### config.mk
export PLATFORM = sky130hd
export DESIGN_NAME = fpu_resp_router_flat
export DESIGN_NICKNAME = d
export VERILOG_FILES = /design/src/rtl/fpu_resp_router_if.sv /design/src/rtl/fpu_resp_router.sv /design/src/flat_wrapper.sv
export SDC_FILE = /design/constraint.sdc
export NUM_CORES = 1
export LEC_CHECK = 0
export BUFFER_PORTS_ARGS = -buffer_cell sky130_fd_sc_hd__buf_2
export CAP_MARGIN = 20
export CELL_PAD_IN_SITES_DETAIL_PLACEMENT = 0
export CELL_PAD_IN_SITES_GLOBAL_PLACEMENT = 2
export CORE_MARGIN = 2
export CORE_UTILIZATION = 34
export DETAILED_ROUTE_END_ITERATION = 12
export PLACE_DENSITY = 0.77
export SYNTH_ARGS = -nofsm -noshare
export SYNTH_HDL_FRONTEND = slang
export SYNTH_SLANG_ARGS = --single-unit
### constraint.sdc
create_clock -name clk -period 2.75 [get_ports clk]
set_input_delay 0.275 -clock clk [delete_from_list [all_inputs] [get_ports clk]]
set_output_delay 0.275 -clock clk [all_outputs]
set_load 0.01 [all_outputs]
### src/rtl/fpu_resp_router_if.sv
// Handshake/bus bundle between the allocator/APUs (master side) and the FPU response router (slave side).
interface fpu_resp_router_if #(
    parameter int NB_CORES = 4,
    parameter int NB_APUS  = 2,
    parameter int DEPTH    = 4,
    parameter int WRES     = 32,
    parameter int WFLAGS   = 5
);
    localparam int CW = $clog2(NB_CORES);
    localparam int NW = $clog2(DEPTH + 1);

    logic [NB_APUS-1:0]               issue_valid_i;
    logic [NB_APUS-1:0][CW-1:0]       issue_core_id_i;
    logic [NB_APUS-1:0]               issue_ready_o;
    logic [NB_APUS-1:0]               apu_rvalid_i;
    logic [NB_APUS-1:0][WRES-1:0]     apu_rdata_i;
    logic [NB_APUS-1:0][WFLAGS-1:0]   apu_rflags_i;
    logic [NB_APUS-1:0]               apu_rready_o;
    logic [NB_CORES-1:0]              core_rvalid_o;
    logic [NB_CORES-1:0][WRES-1:0]    core_rdata_o;
    logic [NB_CORES-1:0][WFLAGS-1:0]  core_rflags_o;
    logic [NB_APUS-1:0][NW-1:0]       outstanding_o;
    logic                             error_o;

    modport master (
        output issue_valid_i, issue_core_id_i, apu_rvalid_i, apu_rdata_i, apu_rflags_i,
        input  issue_ready_o, apu_rready_o, core_rvalid_o, core_rdata_o, core_rflags_o,
               outstanding_o, error_o
    );

    modport slave (
        input  issue_valid_i, issue_core_id_i, apu_rvalid_i, apu_rdata_i, apu_rflags_i,
        output issue_ready_o, apu_rready_o, core_rvalid_o, core_rdata_o, core_rflags_o,
               outstanding_o, error_o
    );
endinterface

### src/rtl/fpu_resp_router.sv
// FPU return path: per-APU in-order core-ID tag FIFOs route results to cores, 1-cycle registered output.
// Backpressure: issue_ready_o drops when a tag FIFO is full; apu_rready_o drops while an arbitration loser is held.
module fpu_resp_router #(
    parameter int NB_CORES = 4,
    parameter int NB_APUS  = 2,
    parameter int DEPTH    = 4,
    parameter int WRES     = 32,
    parameter int WFLAGS   = 5
) (
    input  logic              clk,
    input  logic              rst,
    fpu_resp_router_if.slave  bus
);
    localparam int CW = $clog2(NB_CORES);
    localparam int PW = $clog2(DEPTH);
    localparam int NW = $clog2(DEPTH + 1);

    typedef struct packed {
        logic [WRES-1:0]   data;
        logic [WFLAGS-1:0] flags;
    } res_t;

    logic [CW-1:0]               tag_mem [NB_APUS][DEPTH];
    logic [NB_APUS-1:0][PW-1:0]  wr_ptr, rd_ptr;
    logic [NB_APUS-1:0][NW-1:0]  cnt;
    logic [NB_APUS-1:0]          hold_valid;
    logic [NB_APUS-1:0][CW-1:0]  hold_core;
    res_t [NB_APUS-1:0]          hold_res;
    logic [NB_CORES-1:0]         core_rvalid_q;
    res_t [NB_CORES-1:0]         core_res_q;
    logic                        error_q;

    logic [NB_APUS-1:0]          full, empty, push, accept, pop, cand_vld, win;
    logic [NB_APUS-1:0][CW-1:0]  cand_core;
    res_t [NB_APUS-1:0]          cand_res;
    logic [NB_CORES-1:0]         core_hit;
    res_t [NB_CORES-1:0]         core_sel;
    logic                        err_set;

    // Occupancy is registered, so a push into an empty FIFO can never pair with a same-cycle result.
    always_comb begin
        err_set = 1'b0;
        for (int a = 0; a < NB_APUS; a++) begin
            full[a]      = (cnt[a] == NW'(DEPTH));
            empty[a]     = (cnt[a] == '0);
            push[a]      = bus.issue_valid_i[a] & ~full[a];
            accept[a]    = bus.apu_rvalid_i[a] & ~hold_valid[a];
            pop[a]       = accept[a] & ~empty[a];
            cand_vld[a]  = hold_valid[a] | pop[a];
            cand_core[a] = hold_valid[a] ? hold_core[a] : tag_mem[a][rd_ptr[a]];
            cand_res[a]  = hold_valid[a] ? hold_res[a]
                                         : {bus.apu_rdata_i[a], bus.apu_rflags_i[a]};
            if ((bus.issue_valid_i[a] & full[a]) | (accept[a] & empty[a]))
                err_set = 1'b1;
        end
    end

    // Fixed priority: lowest-index APU wins each core.
    always_comb begin
        win      = '0;
        core_hit = '0;
        core_sel = '0;
        for (int c = 0; c < NB_CORES; c++) begin
            for (int a = 0; a < NB_APUS; a++) begin
                if (!core_hit[c] && cand_vld[a] && cand_core[a] == CW'(c)) begin
                    core_hit[c] = 1'b1;
                    core_sel[c] = cand_res[a];
                    win[a]      = 1'b1;
                end
            end
        end
    end

    always_ff @(posedge clk) begin
        for (int a = 0; a < NB_APUS; a++) begin
            if (push[a])
                tag_mem[a][wr_ptr[a]] <= bus.issue_core_id_i[a];
        end
    end

    always_ff @(posedge clk) begin
        if (rst) begin
            wr_ptr        <= '0;
            rd_ptr        <= '0;
            cnt           <= '0;
            hold_valid    <= '0;
            hold_core     <= '0;
            hold_res      <= '0;
            core_rvalid_q <= '0;
            core_res_q    <= '0;
            error_q       <= 1'b0;
        end else begin
            for (int a = 0; a < NB_APUS; a++) begin
                if (push[a])
                    wr_ptr[a] <= wr_ptr[a] + 1'b1;
                if (pop[a])
                    rd_ptr[a] <= rd_ptr[a] + 1'b1;
                cnt[a] <= cnt[a] + NW'(push[a]) - NW'(pop[a]);
                if (hold_valid[a] && win[a]) begin
                    hold_valid[a] <= 1'b0;
                end else if (!hold_valid[a] && pop[a] && !win[a]) begin
                    hold_valid[a] <= 1'b1;
                    hold_core[a]  <= cand_core[a];
                    hold_res[a]   <= cand_res[a];
                end
            end
            // Data/flags keep their last value on cores with no winner.
            for (int c = 0; c < NB_CORES; c++) begin
                core_rvalid_q[c] <= core_hit[c];
                if (core_hit[c])
                    core_res_q[c] <= core_sel[c];
            end
            if (err_set)
                error_q <= 1'b1;
        end
    end

    always_comb begin
        bus.issue_ready_o = ~full;
        bus.apu_rready_o  = ~hold_valid;
        bus.core_rvalid_o = core_rvalid_q;
        bus.outstanding_o = cnt;
        bus.error_o       = error_q;
        for (int c = 0; c < NB_CORES; c++) begin
            bus.core_rdata_o[c]  = core_res_q[c].data;
            bus.core_rflags_o[c] = core_res_q[c].flags;
        end
    end
endmodule

### src/flat_wrapper.sv
// flat-port wrapper written by rule: the top's interface ports become plain ports
module fpu_resp_router_flat 
#(
    parameter int NB_CORES = 4,
    parameter int NB_APUS  = 2,
    parameter int DEPTH    = 4,
    parameter int WRES     = 32,
    parameter int WFLAGS   = 5
)
  (clk, rst, bus_issue_valid_i, bus_issue_core_id_i, bus_apu_rvalid_i, bus_apu_rdata_i, bus_apu_rflags_i, bus_issue_ready_o, bus_apu_rready_o, bus_core_rvalid_o, bus_core_rdata_o, bus_core_rflags_o, bus_outstanding_o, bus_error_o);
  fpu_resp_router_if #(.NB_CORES(NB_CORES), .NB_APUS(NB_APUS), .DEPTH(DEPTH), .WRES(WRES), .WFLAGS(WFLAGS)) bus_i ();
  input  logic clk;
  input  logic rst;
  input wire logic [$bits(bus_i.issue_valid_i)-1:0] bus_issue_valid_i;
  input wire logic [$bits(bus_i.issue_core_id_i)-1:0] bus_issue_core_id_i;
  input wire logic [$bits(bus_i.apu_rvalid_i)-1:0] bus_apu_rvalid_i;
  input wire logic [$bits(bus_i.apu_rdata_i)-1:0] bus_apu_rdata_i;
  input wire logic [$bits(bus_i.apu_rflags_i)-1:0] bus_apu_rflags_i;
  output wire logic [$bits(bus_i.issue_ready_o)-1:0] bus_issue_ready_o;
  output wire logic [$bits(bus_i.apu_rready_o)-1:0] bus_apu_rready_o;
  output wire logic [$bits(bus_i.core_rvalid_o)-1:0] bus_core_rvalid_o;
  output wire logic [$bits(bus_i.core_rdata_o)-1:0] bus_core_rdata_o;
  output wire logic [$bits(bus_i.core_rflags_o)-1:0] bus_core_rflags_o;
  output wire logic [$bits(bus_i.outstanding_o)-1:0] bus_outstanding_o;
  output wire logic [$bits(bus_i.error_o)-1:0] bus_error_o;
  assign bus_i.issue_valid_i = bus_issue_valid_i;
  assign bus_i.issue_core_id_i = bus_issue_core_id_i;
  assign bus_i.apu_rvalid_i = bus_apu_rvalid_i;
  assign bus_i.apu_rdata_i = bus_apu_rdata_i;
  assign bus_i.apu_rflags_i = bus_apu_rflags_i;
  assign bus_issue_ready_o = bus_i.issue_ready_o;
  assign bus_apu_rready_o = bus_i.apu_rready_o;
  assign bus_core_rvalid_o = bus_i.core_rvalid_o;
  assign bus_core_rdata_o = bus_i.core_rdata_o;
  assign bus_core_rflags_o = bus_i.core_rflags_o;
  assign bus_outstanding_o = bus_i.outstanding_o;
  assign bus_error_o = bus_i.error_o;
  fpu_resp_router #(.NB_CORES(NB_CORES), .NB_APUS(NB_APUS), .DEPTH(DEPTH), .WRES(WRES), .WFLAGS(WFLAGS)) u_core (.clk(clk), .rst(rst), .bus(bus_i));
endmodule
==> metrics.md <==
| Metric | Value |
|---|---|
| Number of port buffers | 246 |
| Post-layout minimum cycle time | 2.46 ns |
| Mapped cell area | 11100 um2 |
| Post-route antenna net violation count | 0 |
| H-tree depth | 1 |
| Total of max-cap violations | 0 |
| CTS max path bufs | 3 |
| Cells after Synth | 1050 |
| Mapped Nets | 1148 |
| R2R cell count | 6 |
| RSZ-0062 raised after global routing | false |
| Row count | 66 |
| Crit. End Element | flop |
| Power density over the cells | 900 nW/um2 |
| Max Clock Freq | 406 MHz |
| CP required | 3.22 ns |
| Share of cells above drive strength 1 | 0.339 |
| Gr ovfl total | 0 |
| Most frequent cells after synthesis | dfxtp_1 (247), mux2i_1 (192), o22ai_1 (149) |
| Post-synth ARST share | 0 |
| Top_reg_cell synth | dfxtp_1 |
| Number of global-route vias before repair | 8773 |
| Most common cell in the netlist | dfxtp_1 |
| Routed len/inst | 20.4 um |
| Worst slew margin | 0.519 |
| Tightest Pin Transition | 0.720 ns |
| First-pass GRT wire length | approximately 54000 um |
| Seq/Total Area, Yosys | 0.489 |
| Largest net degree at the start of global routing | 72 |
| CP max FO | 23 |
| Leading post-synthesis cells by cell area | dfxtp_1 (45%), mux2i_1 (17%), o22ai_1 (8.4%) |
| Die W | between 150 and 200 um |
| Worst-path clk slew | approximately 0.06 ns |
| Clock Sink Count | about 260 |
| Layout Area Growth over Synthesis | 26.1% |
| # IOs | 247 |
| Post-synth EDFFs | 16 |
| Area leader, netlist | dfxtp_1 |
| Largest stage delay on the critical path | 0.63 ns |
| Skew final | 0.0200 ns |
| Largest delay contributor family on the critical path | compound AO/OA/AOI/OAI gates |
| Kind of critical path | flop to flop |
| Setup TNS | 0 ns |
| Ys Warns | 0 |
| Worst path bufs/invs | 1 |
| Status | finished, final reports clean |
| Gpl congestion | 0.783 |
| Max VDD drop | 0.443 mV |
| Clock Latency Late Sink | 0.55 ns |
| Highest-delay cell along the critical path | o21bai_1 |
| DR pass1 iterations | 5 |
| Cell chain of the critical path | o311a_1 > o21bai_1 > mux2_2 > buf_4 > a21oi_1 > nor3_1 |
| CTS Buf Count | 30 |
| Worst path arrival time | 2.93 ns |
| Worst hold path class | input port to flop |
| Total number of vias | roughly 9000 |
| Initial antenna violation count | 3 |
| Initial core utilization | 0.343 |
| WHS | 0.0534 ns |
| Total Routing Usage GR | 0.204 |
| Die area | 34100 um2 |
| DRT Wirelength | 35700 um |
| Dpl hpwl | 22900 um |
| Count of final setup violators | 0 |
| Worst Setup Start Kind | flop |
| Synth unique cells | 45 |
| Worst hold stages | 3 |
| Max Slew Vio Count | 0 |
| Final hold violation count | 0 |
| Period utilisation layout | 0.895 |
| Leakage | 5.75 nW |
| 1st-iter DRT viols | 470 |
| Mean post-synth cell area | 10.6 um2 |
| Synthesized flop and latch total | approximately 260 |
| Root Driver | clkbuf_16 |
| # DRC | 0 |
| Total power | 12.6 mW |
| Post-synth top area share | 0.445 |
| Via density | 5.09 |
| Final nets | 1378 |
| Die Ht | 185 um |
| Crit. path cell count | 6 |
| Core area | 32400 um2 |
| CTS tree | yes |
-- routing by layer --
metal | vias to the layer above | GRT usage | share of wire
met5 | - | 0 | 0.00036
met4 | 2 | 0.0483 | 0.022
met3 | 56 | 0.0419 | 0.064
met2 | 263 | 0.328 | 0.45
met1 | 4262 | 0.280 | 0.46
li1 | 4317 | - | -
-- area by class of cell --
type	count	area, um2
multi-input combinational	682	5280
inverter	19	71.3
antenna	3	7.51
clock buffer	39	856
fill	3215	18400
tap	442	553
timing repair buffer	284	1650
clock inverter	15	150
sequential	263	5430
-- worst register-to-register path, stage by stage (launching register included) --
cell and delay [ns]:
dfxtp_1 0.36, o311a_1 0.49, o21bai_1 0.63, mux2_2 0.30
buf_4 0.30, a21oi_1 0.12, nor3_1 0.18
-- logic make-up (layout without fill, tap and decap cells) --
group	after synthesis	in the layout	synth area share
flops	263	263	0.489
mux	233	233	0.217
simple gates	214	214	0.113
compound gates	210	210	0.115
buf+inv	105	357	0.0411
fa+ha+maj	14	14	0.0171
xor+xnor	10	10	0.00789
other cells	1	4	0.000338
-- stage by stage --
step / instances / utilization / cell area [um2] / worst slack, ns
5_1_grt: 1745 / 0.432 / 14000 / 0.0636
3_3_place_gp: 1686 / 0.400 / 12900 / 0.358
3_5_place_dp: 1686 / 0.400 / 12900 / 0.301
2_1_floorplan: 1050 / - / 11100 / 0.528
6_report: 1747 / 0.432 / 14000 / 0.288
4_1_cts: 1744 / 0.432 / 14000 / 0.281
-- placed cells by master, fill, tap and decap left out, drive strengths merged, types with 5 or more instances in the layout --
cell    netlist  layout
a21oi        48      48
and2          5       5
and3          8       8
buf          36     280
clkbuf       50      39
clkinv        1      12
dfxtp       247     247
edfxtp       16      16
ha           12      12
inv          18      19
mux2         39      39
mux2i       193     193
nand2        11      11
nor2         20      20
nor2b        45      45
nor3         76      76
o22ai       149     149
or2          38      38
xnor2         8       8
-- state kept, by name, indices dropped and copies added (netlist names), 2 cells and up --
signal,count
u_core.bus.core_rdata_o,128
u_core.bus.core_rflags_o,20
u_core.bus.core_rvalid_o,4
u_core.bus.outstanding_o,6
u_core.hold_core,4
u_core.hold_res,74
u_core.hold_valid,2
u_core.rd_ptr,4
u_core.tag_mem,16
u_core.wr_ptr,4
-- what timing repair did --
item	CTS	global route
endpoints found under the hold margin	16	0
hold buffers	4	0
setup buffers	0	0
gates resized for setup	0	0
endpoints found under the setup margin	0	0
-- worst paths after layout --
| path | end | slack (ns) | start |
|---|---|---|---|
| setup reg to reg | u_core.hold_res[44]$_SDFFE_PP0P_ | 0.29 | u_core.bus.outstanding_o[5]$_SDFF_PP0_ |
| setup / recovery | u_core.hold_res[44]$_SDFFE_PP0P_ | 0.29 | u_core.bus.outstanding_o[5]$_SDFF_PP0_ |
| hold / removal | u_core.bus.core_rdata_o[85]$_SDFFE_PP0P_ | 0.05 | bus_apu_rdata_i[21] |
| hold reg to reg | u_core.hold_res[13]$_SDFFE_PP0P_ | 0.46 | u_core.hold_res[13]$_SDFFE_PP0P_ |
-- power by group --
part	switching (mW)	internal, mW	total, mW
registers	0.343	4.43	4.77
clock network	1.60	2.45	4.05
logic	2.18	1.60	3.78
Note: power is estimated with default switching activity, not from simulation.
